## src/rtl/uart_word_pkg.sv

```systemverilog
// Shared types and sizing helpers for the UART word chain (TX arbiter, word_join).
package uart_word_pkg;

  typedef enum logic {
    IDLE,
    SEND
  } tx_arb_state_t;

  // Number of UART parts that make up one client word.
  function automatic int unsigned parts(input int unsigned word_size,
                                        input int unsigned word_part);
    return word_size / word_part;
  endfunction

  // Width of a counter indexing the parts of a word; never narrower than 1 bit.
  function automatic int unsigned part_cnt_width(input int unsigned num_parts);
    return (num_parts <= 1) ? 1 : $clog2(num_parts);
  endfunction

endpackage

```

## src/rtl/uart_tx_word_arbiter_if.sv

```systemverilog
// Client word handshake plus byte-wide uart_tx handshake for the TX word arbiter.
interface uart_tx_word_arbiter_if #(
  parameter int unsigned NUM_REQ   = 4,
  parameter int unsigned WORD_SIZE = 32,
  parameter int unsigned WORD_PART = 8
);

  localparam int unsigned IDX_W = $clog2(NUM_REQ);

  logic [NUM_REQ-1:0]           req_valid;
  logic [NUM_REQ*WORD_SIZE-1:0] req_data;
  logic [NUM_REQ-1:0]           req_ready;
  logic [WORD_PART-1:0]         tx_data;
  logic                         tx_valid;
  logic                         tx_ready;
  logic [IDX_W-1:0]             grant_id;
  logic                         busy;

  // Arbiter side.
  modport master (
    input  req_valid, req_data, tx_ready,
    output req_ready, tx_data, tx_valid, grant_id, busy
  );

  // Clients and uart_tx side.
  modport slave (
    output req_valid, req_data, tx_ready,
    input  req_ready, tx_data, tx_valid, grant_id, busy
  );

endinterface

```

## src/rtl/uart_tx_word_arbiter_rr_arbiter.sv

```systemverilog
// Combinational round-robin pick: first requester after last_grant, with wrap.
module rr_arbiter #(
  parameter int unsigned NUM_REQ = 4
) (
  input  logic [NUM_REQ-1:0]         req,
  input  logic [$clog2(NUM_REQ)-1:0] last_grant,
  output logic [NUM_REQ-1:0]         grant,
  output logic [$clog2(NUM_REQ)-1:0] grant_idx,
  output logic                       any_req
);

  localparam int unsigned IDX_W = $clog2(NUM_REQ);

  int unsigned idx;
  logic        found;

  // Scan from last_grant+1 upward; last_grant itself is visited last.
  always_comb begin
    grant     = '0;
    grant_idx = '0;
    found     = 1'b0;
    idx       = 0;
    for (int unsigned i = 1; i <= NUM_REQ; i++) begin
      idx = (32'(last_grant) + i) % NUM_REQ;
      if (!found && req[idx]) begin
        found          = 1'b1;
        grant[idx]     = 1'b1;
        grant_idx      = IDX_W'(idx);
      end
    end
  end

  assign any_req = |req;

endmodule

```

## src/rtl/uart_tx_word_arbiter.sv

```systemverilog
// Round-robin arbiter sharing one byte-wide uart_tx among word-producing clients;
// the granted word is serialised least-significant part first.
module uart_tx_word_arbiter
  import uart_word_pkg::*;
#(
  parameter int unsigned NUM_REQ   = 4,
  parameter int unsigned WORD_SIZE = 32,
  parameter int unsigned WORD_PART = 8
) (
  input logic                    clock,
  input logic                    reset,
  uart_tx_word_arbiter_if.master bus
);

  localparam int unsigned PARTS = parts(WORD_SIZE, WORD_PART);
  localparam int unsigned CNT_W = part_cnt_width(PARTS);
  localparam int unsigned IDX_W = $clog2(NUM_REQ);

  if (WORD_SIZE % WORD_PART != 0) begin : g_bad_word
    $error("uart_tx_word_arbiter: WORD_SIZE must be a multiple of WORD_PART");
  end
  if (NUM_REQ < 2) begin : g_bad_num_req
    $error("uart_tx_word_arbiter: NUM_REQ must be at least 2");
  end

  tx_arb_state_t        state_q, state_d;
  logic [WORD_SIZE-1:0] shift_q, shift_d;
  logic [CNT_W-1:0]     part_cnt_q, part_cnt_d;
  logic [IDX_W-1:0]     last_grant_q, last_grant_d;
  logic [IDX_W-1:0]     grant_id_q, grant_id_d;

  logic [NUM_REQ-1:0]   arb_grant;
  logic [IDX_W-1:0]     arb_idx;
  logic                 arb_any;

  rr_arbiter #(
    .NUM_REQ (NUM_REQ)
  ) u_rr_arbiter (
    .req        (bus.req_valid),
    .last_grant (last_grant_q),
    .grant      (arb_grant),
    .grant_idx  (arb_idx),
    .any_req    (arb_any)
  );

  // State and datapath registers; reset restarts priority at client 0.
  always_ff @(posedge clock) begin
    if (reset) begin
      state_q      <= IDLE;
      shift_q      <= '0;
      part_cnt_q   <= '0;
      last_grant_q <= IDX_W'(NUM_REQ - 1);
      grant_id_q   <= '0;
    end else begin
      state_q      <= state_d;
      shift_q      <= shift_d;
      part_cnt_q   <= part_cnt_d;
      last_grant_q <= last_grant_d;
      grant_id_q   <= grant_id_d;
    end
  end

  // Next-state, word capture, part serialisation and handshake outputs.
  always_comb begin
    state_d       = state_q;
    shift_d       = shift_q;
    part_cnt_d    = part_cnt_q;
    last_grant_d  = last_grant_q;
    grant_id_d    = grant_id_q;
    bus.req_ready = '0;
    bus.tx_valid  = 1'b0;
    bus.tx_data   = '0;
    bus.busy      = 1'b0;

    unique case (state_q)
      IDLE: begin
        if (arb_any) begin
          bus.req_ready = arb_grant;
          for (int unsigned i = 0; i < NUM_REQ; i++) begin
            if (arb_grant[i]) begin
              shift_d = bus.req_data[i*WORD_SIZE +: WORD_SIZE];
            end
          end
          grant_id_d   = arb_idx;
          last_grant_d = arb_idx;
          part_cnt_d   = '0;
          state_d      = SEND;
        end
      end
      SEND: begin
        bus.tx_valid = 1'b1;
        bus.busy     = 1'b1;
        bus.tx_data  = shift_q[WORD_PART-1:0];
        if (bus.tx_ready) begin
          shift_d = shift_q >> WORD_PART;
          if (part_cnt_q == CNT_W'(PARTS - 1)) begin
            part_cnt_d = '0;
            state_d    = IDLE;
          end else begin
            part_cnt_d = part_cnt_q + 1'b1;
          end
        end
      end
      default: begin
        state_d = IDLE;
      end
    endcase
  end

  assign bus.grant_id = grant_id_q;

endmodule
```

## src/flat_wrapper.sv

```systemverilog
// flat-port wrapper written by rule: the top's interface ports become plain ports
module uart_tx_word_arbiter_flat import uart_word_pkg::*;
#(
  parameter int unsigned NUM_REQ   = 4,
  parameter int unsigned WORD_SIZE = 32,
  parameter int unsigned WORD_PART = 8
)
  (clock, reset, bus_req_valid, bus_req_data, bus_tx_ready, bus_req_ready, bus_tx_data, bus_tx_valid, bus_grant_id, bus_busy);
  uart_tx_word_arbiter_if #(.NUM_REQ(NUM_REQ), .WORD_SIZE(WORD_SIZE), .WORD_PART(WORD_PART)) bus_i ();
  input logic clock;
  input logic reset;
  input wire logic [$bits(bus_i.req_valid)-1:0] bus_req_valid;
  input wire logic [$bits(bus_i.req_data)-1:0] bus_req_data;
  input wire logic [$bits(bus_i.tx_ready)-1:0] bus_tx_ready;
  output wire logic [$bits(bus_i.req_ready)-1:0] bus_req_ready;
  output wire logic [$bits(bus_i.tx_data)-1:0] bus_tx_data;
  output wire logic [$bits(bus_i.tx_valid)-1:0] bus_tx_valid;
  output wire logic [$bits(bus_i.grant_id)-1:0] bus_grant_id;
  output wire logic [$bits(bus_i.busy)-1:0] bus_busy;
  assign bus_i.req_valid = bus_req_valid;
  assign bus_i.req_data = bus_req_data;
  assign bus_i.tx_ready = bus_tx_ready;
  assign bus_req_ready = bus_i.req_ready;
  assign bus_tx_data = bus_i.tx_data;
  assign bus_tx_valid = bus_i.tx_valid;
  assign bus_grant_id = bus_i.grant_id;
  assign bus_busy = bus_i.busy;
  uart_tx_word_arbiter #(.NUM_REQ(NUM_REQ), .WORD_SIZE(WORD_SIZE), .WORD_PART(WORD_PART)) u_core (.clock(clock), .reset(reset), .bus(bus_i));
endmodule
```

## config.mk

```make
export PLATFORM = sky130hd
export DESIGN_NAME = uart_tx_word_arbiter_flat
export DESIGN_NICKNAME = d
export VERILOG_FILES = /design/src/rtl/uart_word_pkg.sv /design/src/rtl/uart_tx_word_arbiter_if.sv /design/src/rtl/uart_tx_word_arbiter_rr_arbiter.sv /design/src/rtl/uart_tx_word_arbiter.sv /design/src/flat_wrapper.sv
export SDC_FILE = /design/constraint.sdc
export NUM_CORES = 1
export LEC_CHECK = 0
export CELL_PAD_IN_SITES_DETAIL_PLACEMENT = 1
export CELL_PAD_IN_SITES_GLOBAL_PLACEMENT = 2
export CORE_ASPECT_RATIO = 0.7
export CORE_MARGIN = 4
export CORE_UTILIZATION = 23
export CTS_BUF_LIST = sky130_fd_sc_hd__clkbuf_8
export CTS_CLUSTER_SIZE = 12
export DETAILED_ROUTE_END_ITERATION = 7
export PLACE_DENSITY = 0.94
export SETUP_SLACK_MARGIN = 0.05
export SLEW_MARGIN = 10
export SYNTH_ARGS = -nofsm -noshare
export SYNTH_HDL_FRONTEND = slang
export SYNTH_HIERARCHICAL = 1
export SYNTH_SLANG_ARGS = --single-unit
```

## constraint.sdc

```tcl
create_clock -name clock -period 4.35 [get_ports clock]
set_clock_uncertainty 0.15 [all_clocks]
set_input_delay 0.6525 -clock clock [delete_from_list [all_inputs] [get_ports clock]]
set_output_delay 0.6525 -clock clock [all_outputs]
set_load 0.1 [all_outputs]
```

## Word level (Yosys, flattened, before mapping)

Index checks and enable logic that the tools add are counted.
W data, S select, Z words.

| word-level totals | value |
|---|---|
| flip-flop bits (word level) | 39 |
| bits in latches | 0 |
| bits in writable memories | 0 |
| ROM bits | 0 |
| bits of input ports | 135 |
| output and inout port bits | 16 |
| word-level logic and storage cells | 86 |
| memories kept | 0 |

| operators by class | value |
|---|---|
| add/sub/neg operators | 5 |
| multiply operators | 0 |
| divide/modulo/power cells | 0 |
| magnitude comparators | 8 |
| eq/ne operators | 4 |
| shift operators | 0 |
| multiplexer cells | 46 |
| bitwise gates (word level) | 4 |
| reduce and logical (&&, ||, !) cells | 14 |

Operators with widths:

| operator | count |
|---|---|
| $mux W32 | 6 |
| $pmux W32 S2 | 1 |
| $mux W4 | 6 |
| $mux W1 | 15 |
| $mux W2 | 7 |
| $lt A2 B3 Y1 const B | 4 |
| $or A4 B4 Y4 | 3 |
| $bmux W1 S2 | 4 |
| $demux W1 S2 | 4 |
| $ge A2 B1 Y1 const B | 4 |
| $mux W8 | 1 |
| $logic_and A1 B1 Y1 | 7 |
| $add A2 B1 Y2 const B | 3 |
| $ne A5 B1 Y1 const B | 1 |
| $add A2 B2 Y2 const B | 2 |
| $pmux W2 S2 | 1 |
| $reduce_and A2 Y1 | 2 |
| $reduce_or A4 Y1 | 1 |
| $logic_not A1 Y1 | 3 |
| $reduce_and A3 Y1 | 1 |
| $eq A2 B2 Y1 const B | 1 |
| $ne A2 B1 Y1 const B | 1 |
| $ne A2 B2 Y1 const B | 1 |
| $pmux W1 S2 | 1 |
| $not A1 Y1 | 1 |

## Depth between registers and ports, before layout

Gate-level depths: netlist of run 1.

| depth | value |
|---|---|
| word-level depth | 19 |
| depth in mapped cells | 15 |
| mapped depth without buffers | 10 |

## Cells and area by module

The synthesis of run 1 kept the hierarchy.

Modules (own cells, without submodules):

| module | instances | cells each | area an instance (um^2) |
|---|---|---|---|
| uart_tx_word_arbiter | 1 | 293 | 2553.7 |
| rr_arbiter | 1 | 70 | 540.5 |

## Worst setup path before layout of run 1

Ideal clock, no wire load.

| path | value |
|---|---|
| path kind | reg-to-output |
| start point | reg u_core.last_grant_q[0] |
| end point | out bus_req_ready[3] |
| arrival time | 3.787 ns |
| data required time | 3.547 ns |
| setup slack | -0.239 ns |
| stages on the path, launching flop included | 12 |
| path buffers | 4 |
| path through | dfxtp_1 -> buf_6 -> inv_1 -> ha_1 -> clkbuf_1 -> mux4_2 -> o21ai_1 -> a221o_1 -> buf_2 -> inv_2 -> clkbuf_1 -> nor2_1 |

| between the ends | value |
|---|---|
| longest elaborated chain between the ends | 15 |
| elaborated cells on any way between the ends | 50 |
| classes of those cells | add/sub (4); order compare (8); mux (25); bitwise (3); reduce/logical (10) |

Ends and longest elaborated chain:

| item | line | RTL |
|---|---|---|
| from (decl) | uart_tx_word_arbiter.sv:29 | `logic [IDX_W-1:0] last_grant_q, last_grant_d;` |
| from (signal assigned) | uart_tx_word_arbiter.sv:52 | `last_grant_q <= IDX_W'(NUM_REQ - 1);` |
| from (signal assigned) | uart_tx_word_arbiter.sv:58 | `last_grant_q <= last_grant_d;` |
| branches (longest 12 deep; another with $lt A2 B3 Y1) | - |  |
| $mux W4 * | uart_tx_word_arbiter_rr_arbiter.sv:25 | `if (!found && req[idx]) begin` |
| via u_core.arb_grant[3] | uart_tx_word_arbiter.sv:32 | `logic [NUM_REQ-1:0] arb_grant;` |
| $mux W4 * | uart_tx_word_arbiter.sv:77 | `if (arb_any) begin` |
| $mux W4 * | uart_tx_word_arbiter.sv:75 | `unique case (state_q)` |
| to (decl) | flat_wrapper.sv:15 | `output wire logic [$bits(bus_i.req_ready)-1:0] bus_req_ready;` |

Mark *: on every way through the listed nets, which the timed path passes. The select of a mux whose other input is x is not followed.

## Final worst setup path of run 1

| path | value |
|---|---|
| start point | in bus_req_valid[0] |
| end point | out bus_req_ready[1] |

| between the ends | value |
|---|---|
| longest elaborated chain between the ends | 14 |
| elaborated cells on any way between the ends | 27 |
| classes of those cells | mux (17); bitwise (3); reduce/logical (7) |

Ends and longest elaborated chain:

| item | line | RTL |
|---|---|---|
| from (decl) | flat_wrapper.sv:12 | `input wire logic [$bits(bus_i.req_valid)-1:0] bus_req_valid;` |
| $bmux W1 S2 | uart_tx_word_arbiter_rr_arbiter.sv:25 |  |
| $mux W1 (not written as such) | uart_tx_word_arbiter_rr_arbiter.sv:25 |  |
| $mux W1 | uart_tx_word_arbiter_rr_arbiter.sv:25 |  |
| $logic_not A1 Y1 | uart_tx_word_arbiter_rr_arbiter.sv:25 |  |
| $logic_and A1 B1 Y1 | uart_tx_word_arbiter_rr_arbiter.sv:25 |  |
| $mux W1 | uart_tx_word_arbiter_rr_arbiter.sv:25 |  |
| $logic_not A1 Y1 | uart_tx_word_arbiter_rr_arbiter.sv:25 |  |
| $logic_and A1 B1 Y1 | uart_tx_word_arbiter_rr_arbiter.sv:25 |  |
| $mux W1 | uart_tx_word_arbiter_rr_arbiter.sv:25 |  |
| $logic_not A1 Y1 | uart_tx_word_arbiter_rr_arbiter.sv:25 |  |
| $logic_and A1 B1 Y1 | uart_tx_word_arbiter_rr_arbiter.sv:25 |  |
| $mux W4 * | uart_tx_word_arbiter_rr_arbiter.sv:25 |  |
| via u_core.arb_grant[1] | uart_tx_word_arbiter.sv:32 |  |
| $mux W4 * | uart_tx_word_arbiter.sv:77 |  |
| $mux W4 * | uart_tx_word_arbiter.sv:75 |  |

Mark *: on every way through the listed nets, which the timed path passes. The rest lies on a longest branch. The select of a mux whose other input is x is not followed.

==> impl_metrics.ini, run 1 <==
[setup_path]
cp.arrival_ps = 3310
cp_num_buf_inv = 3
cpPeakStageDelay_ps = 650
start_kind = input port
endpoint_kind = output pin
critPathKind = input port to output pin
path_cells = clkdlybuf4s50_1 -> mux4_2 -> a211oi_4 -> a221o_1 -> buf_4 -> and2_1 -> buf_12
crit_family = buffers and inverters
crit_slowest_cell = mux4_2
worstPathRequired_ps = 3550
crit_fanout = 33

[layout]
syn2layout_area_growth_pct = 58.3
stdcell_count = 682
nets = 640
diodes = 0
drive_gt1_frac = 0.141
n_fill_cell = 1533

[route]
wl_per_cell_um = 17.4
routed_via_density = 4.93
drcViolationCount = 0
dr.pass1.iters = 5
dr.first_iter.drc_count = 173
wl_um = 11800
vias = 3360
final_antenna_net_count = 0

[cts]
cts_setup_buffers = 0
htreeDepth = 2
insertion_delay_ps = 290
clock_tree.root_cell = clkbuf_8
clkSinkCount = 39
cts_tree = done
post_cts_resized = 0
holdBufCountCts = 0
cts_made_buffers = 5
cts_buffer_depth = 2
clk_pin_slew_ps = 80

[sta]
maxSlewViolCount = 0
worstMarginPinSlew_ps = 1000
setup_viol = 0
tns_ps = 0
fin_crit_sh = 0.945
slew_headroom = 0.330
fmax_mhz = 243
finalHoldViolCount = 0
rsz0062_at_grt = no
min_period_ps = 4110

[power_and_ir_drop]
power.density_nw_per_um2 = 385
p_leak_nw = 1.71
irDropWorstVdd_uv = 118
total_power_mw = 1.89

[place]
dp_hpwl_um = 9250
place.gp.congestion = 0.911
port_buffers = 150
dp.cells = 674

[synth]
yosys_warnings = 6
synth.distinct_cells = 46
synth_seq_cells = 39
synth_edf_count = 0
ys.flop_type = dfxtp_1
synth_nets = 507
postSynthAreaPerCell_um2 = 8.52
ys_seq_area_frac = 0.252
synth.cell_area_um2 = 3090
synthArstFlopShare = 0
synth_cells = 363

[global_route]
use_met2 = 0.248
met3_usage = 0.0403
grt.overflow.total = 0
grt_pass1_wl_um = 18800
antenna_found_initial = 0
grt_max_degree = 54
grt_pass1_vias = 3605
top_usage_layer = met2
grtUsageTotal = 0.149
met1_usage = 0.192

[status]
status = completed

[die]
start_util = 0.235
rows = 35
core_area_um2 = 13200
die_area_um2 = 15400
die_height_um = 105
die_x_um = 147
boundaryPins = 151

[worst_hold_path]
hp-class = flip-flop to flip-flop

[flow_run]
maxCapViolCount = 0
## routing by layer
metal  vias up  part of all wire
li1       1614                 -
met1      1623              0.45
met2       103              0.48
met3        20             0.061
met4         0             0.013
met5         -                 0
## cell usage after synthesis, types with 2 or more instances
library cell	count	area share
o21ai_1	4	0.0065
buf_4	5	0.012
nor2_1	9	0.011
a32o_1	24	0.078
or2b_1	13	0.032
and2_1	11	0.022
clkbuf_1	20	0.024
a221o_1	4	0.013
a22o_1	8	0.023
mux2i_1	9	0.029
nor3b_1	3	0.0073
buf_2	5	0.0081
dfxtp_1	39	0.25
inv_1	3	0.0036
o21ai_0	35	0.057
nand2b_1	12	0.024
o22ai_1	25	0.051
o211ai_1	2	0.0049
ha_1	9	0.036
nand2_1	50	0.061
a21oi_1	9	0.015
buf_6	4	0.015
mux2_2	33	0.12
nor2b_1	4	0.0081
mux4_2	2	0.015
## cells in the final DEF (no fill, tap or decap), types with 2 or more instances in the layout
| master | instances |
|---|---|
| clkbuf_8 | 6 |
| mux4_2 | 2 |
| o211ai_1 | 2 |
| or2b_1 | 13 |
| nor2_1 | 8 |
| a32o_1 | 24 |
| clkdlybuf4s50_1 | 146 |
| inv_1 | 3 |
| dfxtp_1 | 38 |
| nor2b_1 | 4 |
| a21oi_1 | 9 |
| a22o_1 | 8 |
| mux2i_1 | 9 |
| ha_1 | 9 |
| o21ai_1 | 4 |
| o22ai_1 | 25 |
| nand2b_1 | 12 |
| a221o_1 | 4 |
| nand2_1 | 50 |
| buf_12 | 5 |
| nor3b_1 | 2 |
| buf_4 | 9 |
| and2_1 | 11 |
| mux2_2 | 33 |
| o21ai_0 | 35 |
## worst min-delay path, stage by stage, from the launching register on
cell,delay (ps)
dfxtp_1,320
nand2_1,50
a21oi_1,50
## where the power goes
group | internal (mW) | switching (mW)
combinational | 0.483 | 0.588
sequential | 0.445 | 0.0519
clock | 0.186 | 0.133
total | 1.11 | 0.773
## logic make-up (layout without fill, tap and decap cells)
family,count (synthesis),count (layout),share of synthesized area
compound gates,120,120,0.287
fa+ha+maj,9,9,0.0364
buf+inv,38,172,0.0639
flops,39,39,0.252
mux,44,44,0.164
simple gates,113,113,0.197
## sequential cells by signal, indices dropped and copies added, names as in the netlist
| name | count |
|---|---|
| u_core/bus.grant_id | 2 |
| u_core/last_grant_q | 2 |
| u_core/part_cnt_q | 2 |
| u_core/shift_q | 32 |
| u_core/state_q | 1 |
## through the flow
step           hold slack (ps)  utilization  cell area [um2]  setup slack [ps]
3_3_place_gp               296        0.363             4780               330
3_5_place_dp               305        0.363             4780               206
4_1_cts                    316        0.372             4900               251
2_1_floorplan              284            -             3100               214
5_1_grt                    338        0.372             4900              76.2
6_report                   311        0.372             4900               238
## final cells by class
cell class	count	area (um2)	share of cell area
flip-flops and latches	39	782	0.160
multi-input cells	286	2120	0.433
inverters	4	15.0	0.00307
clock buffers	6	82.6	0.0169
clock inverters	2	35.0	0.00715
repair buffers	160	1630	0.333
well taps	185	231	0.0473
## final timing paths
kind	slack (ps)	start	endpoint	cells after the start
worst max-delay path	240	bus_req_valid[0]	bus_req_ready[1]	7
worst min-delay path	310	u_core/bus.grant_id[1]$_SDFFE_PP0P_	u_core/bus.grant_id[1]$_SDFFE_PP0P_	2
worst max register to register	610	u_core/last_grant_q[1]$_SDFFE_PP1P_	u_core/shift_q[0]$_SDFFE_PP0P_	11
worst min register to register	310	u_core/bus.grant_id[1]$_SDFFE_PP0P_	u_core/bus.grant_id[1]$_SDFFE_PP0P_	2
(Power assumes the default switching activity.)
==> run 2, diff against run 1 <==
--- a/config.mk
+++ b/config.mk
@@ -9,14 +9,14 @@
 export CELL_PAD_IN_SITES_GLOBAL_PLACEMENT = 2
 export CORE_ASPECT_RATIO = 0.7
 export CORE_MARGIN = 4
-export CORE_UTILIZATION = 23
+export CORE_UTILIZATION = 22
 export CTS_BUF_LIST = sky130_fd_sc_hd__clkbuf_8
 export CTS_CLUSTER_SIZE = 12
 export DETAILED_ROUTE_END_ITERATION = 7
-export PLACE_DENSITY = 0.94
+export PLACE_DENSITY = 0.93
 export SETUP_SLACK_MARGIN = 0.05
+export SKIP_CTS_REPAIR_TIMING = 1
 export SLEW_MARGIN = 10
 export SYNTH_ARGS = -nofsm -noshare
 export SYNTH_HDL_FRONTEND = slang
-export SYNTH_HIERARCHICAL = 1
 export SYNTH_SLANG_ARGS = --single-unit
==> impl_metrics.ini, run 2 <==
[die]
start_util = 0.226
core_area_um2 = 13300
boundaryPins = 151
rows = 35
die_x_um = 148
die_height_um = 106
die_area_um2 = 15600

[synth]
synth.cell_area_um2 = 3000
synth_top_cell_by_area = dfxtp_1
ys.flop_type = dfxtp_1
postSynthAreaPerCell_um2 = 8.04
synthArstFlopShare = 0
yosys_warnings = 0
synth_top_family_by_area = compound AO/OA/AOI/OAI gates
ys_seq_area_frac = 0.260
yosys.area_share.simple = 0.223
synth_edf_count = 0
synth_seq_cells = 39
synthTopCellsByCount = 39 x dfxtp_1, 37 x inv_1, 25 x a211oi_1, 25 x and2_1
yosysMostFrequentCell = dfxtp_1
synth_cells = 373
synth-compound-area-share = 0.367
netlist_top_cells_area = dfxtp_1 26%, o32ai_1 7.0%, o221ai_1 6.7%
netlist.area_leader.share = 0.260
synth_nets = 517
synth_fa_ha_area_frac = 0.0376
synth-xor-area-share = 0
synth.distinct_cells = 52
synthMuxAreaShare = 0.0150

[place]
dpl_cell_area_um2 = 4830
dp_hpwl_um = 11100
port_buffers = 150
place.gp.congestion = 0.857
dp.cells = 690

[global_route]
use_met2 = 0.268
grt_pass1_vias = 3793
grt_pass1_wl_um = 21300
met1_usage = 0.243
grt.overflow.total = 0
grtUsageTotal = 0.174
grt_max_degree = 33
antenna_found_initial = 0
met3_usage = 0.0494
top_usage_layer = met2

[worst_hold_path]
hp-class = flip-flop to flip-flop
min_path_cells = 2
hp-start = u_core.shift_q[10]$_SDFFE_PP0P_
hold_end = u_core.shift_q[10]$_SDFFE_PP0P_

[sta]
rsz0062_at_grt = no
min_period_ps = 4040
fin_crit_sh = 0.928
maxSlewViolCount = 0
hold_slack_ps = 313
tns_ps = 0
fmax_mhz = 248
slew_headroom = 0.340
worstMarginPinSlew_ps = 987
finalHoldViolCount = 0
setup_viol = 0

[route]
dr.pass1.iters = 4
wl_per_cell_um = 20.2
drcViolationCount = 0
dr.first_iter.drc_count = 118
final_antenna_net_count = 0
routed_via_density = 5.18
wl_um = 14100
vias = 3609

[setup_path]
r2r-start = u_core.last_grant_q[0]$_SDFFE_PP1P_
cpPeakStageDelay_ps = 650
start_kind = input port
cp.arrival_ps = 3240
path_cells = clkdlybuf4s50_1 -> or3b_2 -> o211a_1 -> nor4_1 -> and4b_1 -> nor2_2 -> buf_12
rr_endpoint = u_core.shift_q[19]$_SDFFE_PP0P_
crit_fanout = 15
endpoint_kind = output pin
rrSetupSlack_ps = 820
critPathKind = input port to output pin
worstPathRequired_ps = 3550
reg2reg_depth = 10
crit_slowest_cell = clkdlybuf4s50_1

[layout]
largest_register = u_core.shift_q
largest_reg_flops = 32
area.sequential_um2 = 781
most-common-layout-cells = 136 x clkdlybuf4s50_1, 39 x dfxtp_1, 37 x inv_1
syn2layout_area_growth_pct = 64.1
nets = 656
n_fill_cell = 1574
diodes = 0
stdcell_count = 697
drive_gt1_frac = 0.0957
multiInputGateArea_um2 = 1940
mostFrequentLayoutCell = clkdlybuf4s50_1
fin_area_um2 = 4920

[cts]
cts_buffer_depth = 2
cts_made_buffers = 5
cts_tree = done
clock_tree.root_cell = clkbuf_8
clk_pin_slew_ps = 80
insertion_delay_ps = 300
clkSinkCount = 39
htreeDepth = 2

[flow_run]
maxCapViolCount = 0

[status]
status = completed

[power_and_ir_drop]
power.density_nw_per_um2 = 452
irDropWorstVdd_uv = 218
p_leak_nw = 1.76
-- run 2: area by class of cell --
| type | instances | area share |
|---|---|---|
| Clock buffer | 6 | 0.0168 |
| Clock inverter | 1 | 0.00102 |
| Inverter | 38 | 0.0290 |
| Multi-Input combinational cell | 264 | 0.395 |
| Sequential cell | 39 | 0.159 |
| Tap cell | 185 | 0.0470 |
| Timing Repair Buffer | 164 | 0.352 |
-- run 2: worst max-delay path, delay by kind of cell --
family          cells  cell delay, ps
simple gates        4            1540
buf+inv             2             840
compound gates      1             180
-- run 2: through the flow --
step	setup slack (ps)	power [mW]	utilization
2_1_floorplan	301	1.43	-
3_3_place_gp	472	1.93	0.364
3_5_place_dp	384	1.97	0.364
4_1_cts	372	2.24	0.371
5_1_grt	212	2.37	0.371
6_report	312	2.22	0.371
-- run 2: logic make-up (layout without fill, tap and decap cells) --
logic type,after synthesis,count (layout)
flops,39,39
buf+inv,70,209
mux,2,2
simple gates,116,116
compound gates,137,137
fa+ha+maj,9,9
-- run 2: worst max path at each step --
stage / start / to / slack [ps]
2_1_floorplan: u_core.last_grant_q[1]$_SDFFE_PP1P_ / bus_req_ready[1] / 300
4_1_cts: bus_req_valid[3] / bus_req_ready[1] / 370
5_1_grt: bus_req_valid[3] / bus_req_ready[1] / 210
3_3_place_gp: bus_req_valid[3] / bus_req_ready[0] / 470
3_5_place_dp: bus_req_valid[3] / bus_req_ready[1] / 380
6_report: bus_req_valid[3] / bus_req_ready[1] / 310
-- run 2: where the power goes --
group	total, mW	internal, mW	switching (mW)
Sequential	0.535	0.463	0.0721
Clock	0.261	0.125	0.136
Combinational	1.43	0.589	0.839
-- run 2: layer usage --
metal | up-vias | wire [um] | share of wire
met5 | - | 0 | 0
met4 | 0 | 163 | 0.012
met3 | 13 | 1100 | 0.078
met2 | 153 | 6140 | 0.44
met1 | 1723 | 6660 | 0.47
li1 | 1720 | - | -
